`config.mk`:
```
export PLATFORM = sky130hd
export DESIGN_NAME = rob
export DESIGN_NICKNAME = d
export VERILOG_FILES = /design/src/rtl/rob.sv
export SDC_FILE = /design/constraint.sdc
export NUM_CORES = 1
export LEC_CHECK = 0
export BUFFER_PORTS_ARGS = -buffer_cell sky130_fd_sc_hd__buf_2
export CAP_MARGIN = 20
export CELL_PAD_IN_SITES_DETAIL_PLACEMENT = 0
export CELL_PAD_IN_SITES_GLOBAL_PLACEMENT = 1
export CORE_MARGIN = 2
export CORE_UTILIZATION = 40
export CTS_CLUSTER_DIAMETER = 30
export CTS_CLUSTER_SIZE = 24
export DETAILED_ROUTE_END_ITERATION = 16
export HOLD_SLACK_MARGIN = 0.06
export PLACE_DENSITY = 0.64
export SYNTH_ARGS = -nofsm -noshare
export SYNTH_HDL_FRONTEND = slang
export SYNTH_SLANG_ARGS = --single-unit
```
`constraint.sdc`:
```
create_clock -name clk -period 4.8 [get_ports clk]
set_input_delay 0.48 -clock clk [delete_from_list [all_inputs] [get_ports clk]]
set_output_delay 0.48 -clock clk [all_outputs]
set_load 0.1 [all_outputs]
```
`src/rtl/rob.sv`:
```
// Reorder buffer: circular buffer of renamed instructions that retires them
// in program order once execution completes. On commit it returns the old
// physical tag of the destination to the rename free pool.
//
// Ports:
//   clk, rst                 clock, asynchronous active-low reset
//   alloc_valid/reg_write/areg/preg/old_preg   allocation request from rename
//   alloc_ready, alloc_idx   combinational: !full and current tail tag
//   wb_valid, wb_idx         execution-complete strobe and ROB index
//   flush                    synchronous squash of every entry
//   commit_valid/areg/preg   registered retirement outputs
//   push_free_reg, freed_reg registered free-pool return
//   count, empty, full       occupancy (count registered; empty/full derived)
module rob #(
  parameter int unsigned DEPTH      = 16,
  parameter int unsigned PREG_WIDTH = 6,
  parameter int unsigned AREG_WIDTH = 5,
  parameter int unsigned IDX_WIDTH  = 4
) (
  input  logic                  clk,
  input  logic                  rst,
  input  logic                  alloc_valid,
  input  logic                  alloc_reg_write,
  input  logic [AREG_WIDTH-1:0] alloc_areg,
  input  logic [PREG_WIDTH-1:0] alloc_preg,
  input  logic [PREG_WIDTH-1:0] alloc_old_preg,
  output logic                  alloc_ready,
  output logic [IDX_WIDTH-1:0]  alloc_idx,
  input  logic                  wb_valid,
  input  logic [IDX_WIDTH-1:0]  wb_idx,
  input  logic                  flush,
  output logic                  commit_valid,
  output logic [AREG_WIDTH-1:0] commit_areg,
  output logic [PREG_WIDTH-1:0] commit_preg,
  output logic                  push_free_reg,
  output logic [PREG_WIDTH-1:0] freed_reg,
  output logic [IDX_WIDTH:0]    count,
  output logic                  empty,
  output logic                  full
);

  localparam int unsigned CW = IDX_WIDTH + 1;

  logic [DEPTH-1:0]      ent_valid;
  logic [DEPTH-1:0]      ent_done;
  logic [DEPTH-1:0]      ent_reg_write;
  logic [AREG_WIDTH-1:0] ent_areg     [DEPTH];
  logic [PREG_WIDTH-1:0] ent_preg     [DEPTH];
  logic [PREG_WIDTH-1:0] ent_old_preg [DEPTH];

  logic [IDX_WIDTH-1:0]  head;
  logic [IDX_WIDTH-1:0]  tail;

  logic do_alloc;
  logic do_commit;

  // Occupancy flags and allocation handshake
  assign empty       = (count == CW'(0));
  assign full        = (count == CW'(DEPTH));
  assign alloc_ready = !full;
  assign alloc_idx   = tail;

  // Fullness and head done bit are both taken before this edge's update, so
  // a same-edge commit never frees a slot for a same-edge alloc, and a
  // writeback to the head only enables commit on the following edge.
  assign do_alloc  = alloc_valid && !full;
  assign do_commit = ent_valid[head] && ent_done[head];

  // Control state, occupancy and registered commit outputs
  always_ff @(posedge clk or negedge rst) begin
    if (!rst) begin
      ent_valid     <= '0;
      ent_done      <= '0;
      head          <= '0;
      tail          <= '0;
      count         <= '0;
      commit_valid  <= 1'b0;
      commit_areg   <= '0;
      commit_preg   <= '0;
      push_free_reg <= 1'b0;
      freed_reg     <= '0;
    end else begin
      commit_valid  <= 1'b0;
      commit_areg   <= '0;
      commit_preg   <= '0;
      push_free_reg <= 1'b0;
      freed_reg     <= '0;
      if (flush) begin
        ent_valid <= '0;
        ent_done  <= '0;
        head      <= '0;
        tail      <= '0;
        count     <= '0;
      end else begin
        if (do_alloc) begin
          ent_valid[tail] <= 1'b1;
          ent_done[tail]  <= 1'b0;
          tail            <= tail + IDX_WIDTH'(1);
        end
        if (wb_valid && ent_valid[wb_idx]) begin
          ent_done[wb_idx] <= 1'b1;
        end
        // Placed after writeback so a retiring head entry ends fully cleared
        if (do_commit) begin
          ent_valid[head] <= 1'b0;
          ent_done[head]  <= 1'b0;
          head            <= head + IDX_WIDTH'(1);
          commit_valid    <= 1'b1;
          commit_areg     <= ent_areg[head];
          commit_preg     <= ent_preg[head];
          push_free_reg   <= ent_reg_write[head];
          freed_reg       <= ent_old_preg[head];
        end
        count <= count + CW'(do_alloc) - CW'(do_commit);
      end
    end
  end

  // Entry payload; only meaningful while the entry's valid bit is set.
  // x0 never owns a tag, so its old mapping is never returned.
  always_ff @(posedge clk) begin
    if (do_alloc && !flush) begin
      ent_reg_write[tail] <= alloc_reg_write && (alloc_areg != AREG_WIDTH'(0));
      ent_areg[tail]      <= alloc_areg;
      ent_preg[tail]      <= alloc_preg;
      ent_old_preg[tail]  <= alloc_old_preg;
    end
  end

endmodule

```
==> results.py <==
metrics = {
    "outcome": {
        "outcome": "finished, final reports clean",
    },
    "setup_path": {
        "critPathMaxFanout": 19,
        "critPathKind": "reg2reg",
        "cpPeakStageDelay_ps": 820,
        "path_cells": "mux4_2, mux2i_2, o21a_1, ha_1, inv_1, ha_1, inv_1, fa_1, inv_1, a21oi_1, nor2_1, or3_1, a21oi_1",
        "startpoint_type": "register",
        "r2r-end": "count[4]$_DFF_PN0_",
        "rr_startpoint": "head[3]$_DFFE_PN0P_",
        "cp_slowest_cell": "dfrtp_1",
        "rrSetupSlack_ps": 1470,
        "crit_buf_inv": 3,
        "crit_cells": 13,
        "crit_path_end_kind": "register",
        "crit_path_frequent_cell": "inv_1",
        "crit_family": "flip-flops",
        "cp.arrival_ps": 3750,
        "crit_required_ps": 5230,
        "ff2ff_path_depth": 13,
    },
    "pwr": {
        "p_int_mw": 6.89,
        "swShare": 0.234,
        "clock_power_share": 0.558,
        "combPwrFrac": 0.064,
        "powerDensity_nw_per_um2": 509,
        "peakVddDrop_uv": 326,
        "p_sw_mw": 2.11,
        "seq_power_share": 0.378,
        "p_leak_nw": 6.03,
    },
    "timing": {
        "finalMaxSlewViolations": 0,
        "setup_viol": 0,
        "fin_setup_tns_ps": 0,
        "worst_slew_pin_slew_ps": 1130,
        "rsz0062_at_grt": "no",
        "period_share": 0.693,
        "hold_viol_final": 0,
        "post-route-min-period_ps": 3330,
        "fmax_mhz": 301,
        "finClkSkew_ps": 18.6,
        "slew_headroom": 0.248,
    },
    "routing": {
        "ant_nets": 0,
        "drtPass1Iterations": 5,
        "drc": 0,
        "viasPerCell": 5.59,
        "finalWirelength_um": 34200,
        "drt-initial-drc-count": 702,
        "vias": 7695,
        "avgRoutedWirePerCell_um": 24.9,
    },
    "yosys": {
        "synth_area_um2": 14300,
        "ys_top_cells_by_area": "edfxtp_1 60%, mux4_2 15%, dfrtp_1 11%",
        "ys_seq_area_frac": 0.715,
        "synth_top_area_cell": "edfxtp_1",
        "synth_edf_count": 288,
        "synth_top_flop_cell": "edfxtp_1",
        "avgSynthCellArea_um2": 19.2,
        "synth_cell_types": 50,
        "ys_seq_elements": 352,
        "syn_inst": 747,
        "async_flop_share": 0.182,
        "synth_fp_nets": 789,
        "synth_top_area_frac": 0.604,
        "yosysWarningCount": 0,
    },
    "job": {
        "max_cap_violations": 0,
    },
    "global_route": {
        "grt_pass1_vias": 8393,
        "grt_usage": 0.188,
        "grt_overflow": 0,
        "grt_first_pass_wirelength_um": 51900,
        "grt_max_degree": 74,
        "antenna_found_initial": 1,
    },
    "floorplanning": {
        "rows": 69,
        "die_area_um2": 37400,
        "io_pins": 58,
        "die_w_um": 193,
        "core_area_um2": 35400,
        "dieHeight_um": 193,
        "initial_utilization": 0.405,
    },
    "clock_tree": {
        "postCtsHoldBufs": 0,
        "cts_resized": 0,
        "cts.sinks": 352,
        "numCtsBuffers": 71,
        "cts_max_level": 3,
        "post-cts-setup-buffer-count": 0,
        "clk_path_buf_depth": 3,
        "cts.clk_slew.worst_paths_ps": 40,
        "insertion_delay_ps": 580,
        "cts_tree": "done",
        "ctsRootBufferMaster": "clkbuf_16",
    },
    "final_layout": {
        "final_nets": 900,
        "reg.largest.list": "ent_old_preg: 96 flops, ent_preg: 96 flops, ent_areg: 80 flops",
        "fillers": 2867,
        "antenna_cells": 0,
        "drive_gt1_frac": 0.366,
        "syn_to_final_growth_pct": 23.5,
        "final_cell_count_no_fill": 1377,
    },
    "placement": {
        "dp_hpwl_um": 19100,
        "dp.cells": 1245,
        "routabilityCongestion": 0.859,
        "io_buffers": 57,
    },
    "worst_hold_path": {
        "min_path_type": "in2async",
    },
}
-- synth_stat cells, types with 13 or more instances --
cell type and count:
dfrtp_1 64, o21ai_0 13, nor3_1 30, nand2_1 39, ha_1 14, edfxtp_1 288, mux4_2 97, a21oi_1 25
clkbuf_1 18, buf_2 18, nor2b_1 13, nor2_1 19
-- worst max path at each step --
stage	startpoint	to	slack, ps
after global routing	head[3]$_DFFE_PN0P_	count[4]$_DFF_PN0_	1170
after global placement	head[3]$_DFFE_PN0P_	count[4]$_DFF_PN0_	1560
final	head[3]$_DFFE_PN0P_	count[4]$_DFF_PN0_	1470
after detailed placement	head[3]$_DFFE_PN0P_	count[4]$_DFF_PN0_	1500
after floorplan	count[3]$_DFF_PN0_	empty	140
after CTS	head[3]$_DFFE_PN0P_	count[4]$_DFF_PN0_	1480
-- metrics by stage --
stage	worst slack [ps]	area [µm²]	hold slack [ps]	power, mW	utilization
floorplan	138	14300	184	3.87	-
global placement	1560	15200	555	4.03	0.430
detailed placement	1500	15200	557	4.04	0.430
CTS	1480	17700	72.8	9.09	0.500
global route	1170	17700	131	9.28	0.500
finish	1470	17700	51.2	9.00	0.500
-- power groups by stage --
stage	clock network (mW)	registers, mW	logic, mW
2_1_floorplan	0	3.57	0.295
3_3_place_gp	0	3.46	0.570
3_5_place_dp	0	3.46	0.578
4_1_cts	5.11	3.41	0.580
5_1_grt	5.25	3.41	0.620
6_report	5.02	3.41	0.574
-- cell usage in the layout (no fill, tap or decap), types with 6 or more instances in the layout --
cell,instances
nor2b_1,13
edfxtp_1,288
clkinvlp_4,6
o21ai_0,13
bufinv_16,10
a21oi_1,25
clkinv_2,13
a221oi_1,7
nor3_2,16
nand2_1,39
clkbuf_1,8
inv_1,11
buf_4,23
nor3_1,15
a211oi_1,11
a32oi_1,6
buf_2,56
ha_1,14
nor2_1,18
and2_1,6
nor2b_4,9
clkbuf_16,73
inv_6,8
mux4_2,97
nand3_1,10
dfrtp_1,61
-- logic make-up after synthesis --
logic type	after synthesis	share of synthesized area
buffers and inverters	57	0.0214
multiplexers	99	0.154
AO/OA/AOI/OAI	70	0.0332
AND/OR/NAND/NOR	149	0.0593
adder cells (fa/ha/maj)	15	0.0136
flip-flops	352	0.715
XOR/XNOR	5	0.00306
-- worst register-to-register path: stages (launching register included) --
cell and delay (ps):
dfrtp_1 820, mux4_2 450, mux2i_2 340, o21a_1 220, ha_1 240, inv_1 60, ha_1 150, inv_1 60
fa_1 420, inv_1 70, a21oi_1 70, nor2_1 100, or3_1 120, a21oi_1 60
-- layer usage --
layer	vias to the layer above	GRT usage	share of wire
li1	3273	-	-
met1	4053	0.242	0.41
met2	279	0.311	0.50
met3	88	0.0375	0.053
met4	2	0.0834	0.035
met5	-	0	0.00038
-- layout make-up --
cell class	count	area, µm²	area share
Clock inverter	48	597	0.0337
Tap cell	461	577	0.0326
Sequential cell	352	10300	0.580
Inverter	15	58.8	0.00332
Timing Repair Buffer	80	460	0.0260
Clock buffer	83	1880	0.107
Multi-Input combinational cell	338	3860	0.218
(Power assumes the default switching activity.)
